--- src/rtl/mul3_arbiter.sv ---
// Round-robin arbiter sharing one 3x3-bit unsigned multiplier between NREQ requesters.
// One operation in flight at a time: accept, multiply, then hold the product until consumed.
module mul3_arbiter #(
   parameter int unsigned NREQ = 4,
   parameter int unsigned IDW  = 2
) (
   input  logic                clk,
   input  logic                rst_n,
   input  logic [NREQ-1:0]     req_valid,
   input  logic [3*NREQ-1:0]   req_a,
   input  logic [3*NREQ-1:0]   req_b,
   output logic [NREQ-1:0]     req_ready,
   output logic                rsp_valid,
   input  logic                rsp_ready,
   output logic [IDW-1:0]      rsp_id,
   output logic [5:0]          rsp_p,
   output logic                busy,
   output logic [7:0]          op_count
);

   typedef enum logic [1:0] {StIdle, StMul, StResp} state_e;

   state_e         state_q, state_d;
   logic [IDW-1:0] ptr_q, ptr_d;
   logic [2:0]     op_a_q, op_b_q;
   logic [IDW-1:0] op_id_q;
   logic [5:0]     rsp_p_q;
   logic [IDW-1:0] rsp_id_q;
   logic [7:0]     op_count_q;

   logic           grant_found;
   int unsigned    grant_int;
   int unsigned    cand;
   logic [IDW-1:0] grant_idx;
   logic           accept;
   logic           handshake;

   // Search upward from ptr, wrapping modulo NREQ; first valid requester wins.
   always_comb begin
      grant_found = 1'b0;
      grant_int   = 0;
      cand        = 0;
      for (int unsigned k = 0; k < NREQ; k++) begin
         cand = 32'(ptr_q) + k;
         if (cand >= NREQ) cand = cand - NREQ;
         if (!grant_found && req_valid[cand[IDW-1:0]]) begin
            grant_found = 1'b1;
            grant_int   = cand;
         end
      end
   end

   assign grant_idx = IDW'(grant_int);

   always_comb begin
      state_d   = state_q;
      ptr_d     = ptr_q;
      accept    = 1'b0;
      handshake = 1'b0;
      unique case (state_q)
         StIdle: begin
            if (grant_found) begin
               accept  = 1'b1;
               state_d = StMul;
               ptr_d   = (grant_int == NREQ - 1) ? '0 : IDW'(grant_int + 1);
            end
         end
         StMul: state_d = StResp;
         StResp: begin
            if (rsp_ready) begin
               handshake = 1'b1;
               state_d   = StIdle;
            end
         end
         default: state_d = StIdle;
      endcase
   end

   // Gated by rst_n so no requester sees an acceptance while reset is held.
   always_comb begin
      req_ready = '0;
      if (accept && rst_n) req_ready[grant_idx] = 1'b1;
   end

   always_ff @(posedge clk or negedge rst_n) begin
      if (!rst_n) begin
         state_q    <= StIdle;
         ptr_q      <= '0;
         op_a_q     <= '0;
         op_b_q     <= '0;
         op_id_q    <= '0;
         rsp_p_q    <= '0;
         rsp_id_q   <= '0;
         op_count_q <= '0;
      end else begin
         state_q <= state_d;
         ptr_q   <= ptr_d;
         if (accept) begin
            op_a_q  <= req_a[3*grant_int +: 3];
            op_b_q  <= req_b[3*grant_int +: 3];
            op_id_q <= grant_idx;
         end
         if (state_q == StMul) begin
            rsp_p_q  <= {3'b000, op_a_q} * {3'b000, op_b_q};
            rsp_id_q <= op_id_q;
         end
         if (handshake) op_count_q <= op_count_q + 8'd1;
      end
   end

   assign rsp_valid = (state_q == StResp);
   assign busy      = (state_q != StIdle);
   assign rsp_p     = rsp_p_q;
   assign rsp_id    = rsp_id_q;
   assign op_count  = op_count_q;

endmodule

--- config.mk ---
export PLATFORM = sky130hd
export DESIGN_NAME = mul3_arbiter
export DESIGN_NICKNAME = d
export VERILOG_FILES = /design/src/rtl/mul3_arbiter.sv
export SDC_FILE = /design/constraint.sdc
export NUM_CORES = 1
export LEC_CHECK = 0
export CORE_MARGIN = 1
export CORE_UTILIZATION = 30
export CTS_CLUSTER_DIAMETER = 100
export DETAILED_ROUTE_END_ITERATION = 7
export DONT_BUFFER_PORTS = 1
export GPL_ROUTABILITY_DRIVEN = 0
export PLACE_DENSITY = 0.47
export SLEW_MARGIN = 20
export SYNTH_ARGS = -nofsm -noshare
export SYNTH_HDL_FRONTEND = slang
export SYNTH_SLANG_ARGS = --single-unit
--- constraint.sdc ---
create_clock -name clk -period 6.75 [get_ports clk]
set_clock_uncertainty 0.1 [all_clocks]
set_input_delay 1.0125 -clock clk [delete_from_list [all_inputs] [get_ports clk]]
set_output_delay 1.0125 -clock clk [all_outputs]
set_load 0.01 [all_outputs]
==> out/metrics.cfg <==
[global_routing]
overflow=0
grt_first_pass_wirelength_mm=11.8
grt_max_degree=33
grt_usage_pct=15.2
antenna_found_initial=0
grt_pass1_vias=2202

[setup_path]
cp_num_buf_inv=3
startpoint_type=register
cp.required_ns=6.84
endpoint_kind=register
crit_chain=inv_1 -> ha_1 -> mux4_2 -> o41a_1 -> mux2i_1 -> a22o_1 -> ha_1 -> inv_1 -> fa_1 -> and4b_1 -> inv_1 -> o32a_1 -> o211ai_1
crit_arrival_ns=4.92
cp_common_cell=inv_1
cp_max_fo=17
cpLargestDelayFamily=adder cells
slowest_delay_ns=0.79
worstSetupPathType=reg -> reg
crit_path_top_delay_cell=fa_1

[synthesis]
ys_types=62
async_flop_share_pct=100
ys_seq_area_share_pct=25.6
synth_top_cell_area_share_pct=25.6
synth_edf_count=0
ys_warn_count=0
yosys-top-cells-area=dfrtp_1 (26%), ha_1 (7.8%), mux2i_1 (5.8%), mux4_2 (5.8%), mux2_2 (4.9%)
synth.avg_cell_area_sq_um=9.29
syn_area_sq_um=2740
synth-seq-cells=28
syn_nets=346
syn_inst=295
yosys.area.top_type=dfrtp_1
synth_top_flop_cell=dfrtp_1

[timing]
fin_crit_ns=4.83
slew_violations=0
rsz0062_at_grt=false
finalSetupViolCount=0
whs_ns=0.312
worstMarginPinSlew_ns=0.678
finalSetupTns_ns=0
timing.final.crit_share_pct=71.5
max_freq_mhz=207
fin_ws_ns=1.92
relSlewSlack_pct=54.8
hold_violations=0

[final_layout]
fill_cells=928
drive_above_1_share_pct=11.7
final_cell_mix=dfrtp_1 (28), nand2_1 (19), a21oi_1 (18)
area_growth_pct=4.29
antenna_cells=0
layout.nets=335
final_core_util_pct=32.6
final_common_cell=dfrtp_1

[die]
dieArea_sq_um=9520
die_h_microns=97.6
coreArea_sq_um=8760
fp-row-count=34
die_width_microns=97.6
io_pins=53
start_util_pct=31.3

[clock_network]
htreeDepth=1
clock-sinks=28
cts_buffers=3
cts.path.max_buffers=2
clk_pin_slew_ns=0.10
clock-root-buffer=clkbuf_8
post-cts-setup-buffers=0
hold_buffers=0
cts_tree=yes
clock_latency_ns=0.28
ctsResizeCount=0

[status]
status=complete, no violations

[detailed_routing]
drt_wl_total_mm=7.20
drt_iter0_drc=116
num_vias=2266
ant_nets=0
vias_per_cell=5.80
wl_per_cell_microns=18.4
drc=0
first_pass_iters=4

[power]
combPwrFrac_pct=75.3
power.sequential.fraction_pct=17.5
p_int_mw=0.882
ir_drop_mv=0.220
swShare_pct=51.9
p_per_area_nw_per_um2=641
p_clk_share_pct=7.3
power.switching_mw=0.951
leakagePower_nw=1.20

[place]
io_buffers=0
hpwl_mm=5.61
preCtsSetupSlack_ns=1.99

[run]
cap_violations=0

[hold_path]
hold_class=in -> async

-- cells in the mapped netlist (all sizes together), types with 2 or more instances --
master / count
a2111oi: 2
a21oi: 18
and3: 8
o22ai: 6
a22oi: 3
o221ai: 5
nand3: 7
or2: 2
ha: 17
nor3: 6
o2111ai: 2
and2: 5
fa: 3
nor2b: 4
o41a: 2
o211ai: 5
o21ai: 17
dfrtp: 28
xnor2: 4
inv: 15
clkbuf: 9
nand3b: 2
o311ai: 3
a22o: 2
mux4: 7
mux2: 12
nor4: 3
nand4: 2
clkinv: 3
a221oi: 2
a21o: 4
nor2: 14
nand2: 21
mux2i: 16
a211oi: 2
xor2: 5
nand2b: 3
buf: 10
-- through the flow --
stage	area, sq um	std cells	total power, mW
detailed placement	2790	387	1.69
CTS	2860	391	1.83
floorplan	2740	295	1.43
global route	2860	391	1.99
global placement	2790	387	1.70
finish	2860	391	1.83
-- routing by layer --
layer	track usage, %	vias up	share of wire (%)
li1	-	1082	-
met1	20.2	1090	46
met2	24.8	87	47
met3	2.73	7	6.5
met4	4.64	0	1.3
met5	0	-	0
-- power by group through the flow --
stage               clock network [mW]  registers, mW  logic, mW
floorplan                            0          0.302       1.12
global placement                     0          0.323       1.37
detailed placement                   0          0.326       1.36
CTS                              0.137          0.322       1.37
global route                     0.143          0.333       1.51
finish                           0.133          0.320       1.38
-- kinds of logic after synthesis --
kind of cell	Yosys count	synth area share, %
AO/OA/AOI/OAI	84	22.1
XOR/XNOR	9	2.88
adder cells (fa/ha/maj)	20	9.95
buffers and inverters	37	6.57
flip-flops	28	25.6
multiplexers	35	16.5
AND/OR/NAND/NOR	82	16.4
-- state kept, by name, summed over array words and instances, names as in the netlist --
| register | flops |
|---|---|
| op_id_q | 2 |
| op_b_q | 3 |
| op_a_q | 3 |
| rsp_p | 6 |
| op_count | 8 |
| rsp_id | 2 |
| state_q | 2 |
| ptr_q | 2 |
-- path summary, 6_finish.rpt --
path | start | cells after the start | slack (ns) | endpoint
worst max-delay path | ptr_q[1] | 13 | 1.92 | op_a_q[2]
worst min-delay path | rst_n | 0 | 0.31 | op_count[0]
worst max register to register | ptr_q[1] | 13 | 1.92 | op_a_q[2]
worst min register to register | op_id_q[1] | 2 | 0.39 | op_id_q[1]
max in group asynchronous | rst_n | 0 | 6.15 | rsp_p[5]
min in group clk | op_id_q[1] | 2 | 0.39 | op_id_q[1]
-- cell type report --
class                           instances  area [sq um]  share of cell area (%)
Clock buffer                            3          41.3                    1.44
Multi-Input combinational cell        230          1860                    65.1
Clock inverter                          1          30.0                    1.05
Sequential cell                        28           701                    24.5
Inverter                               18          68.8                    2.41
Timing Repair Buffer                    3          22.5                   0.788
Tap cell                              108           135                    4.73
Power figures use the tool's default switching activity.
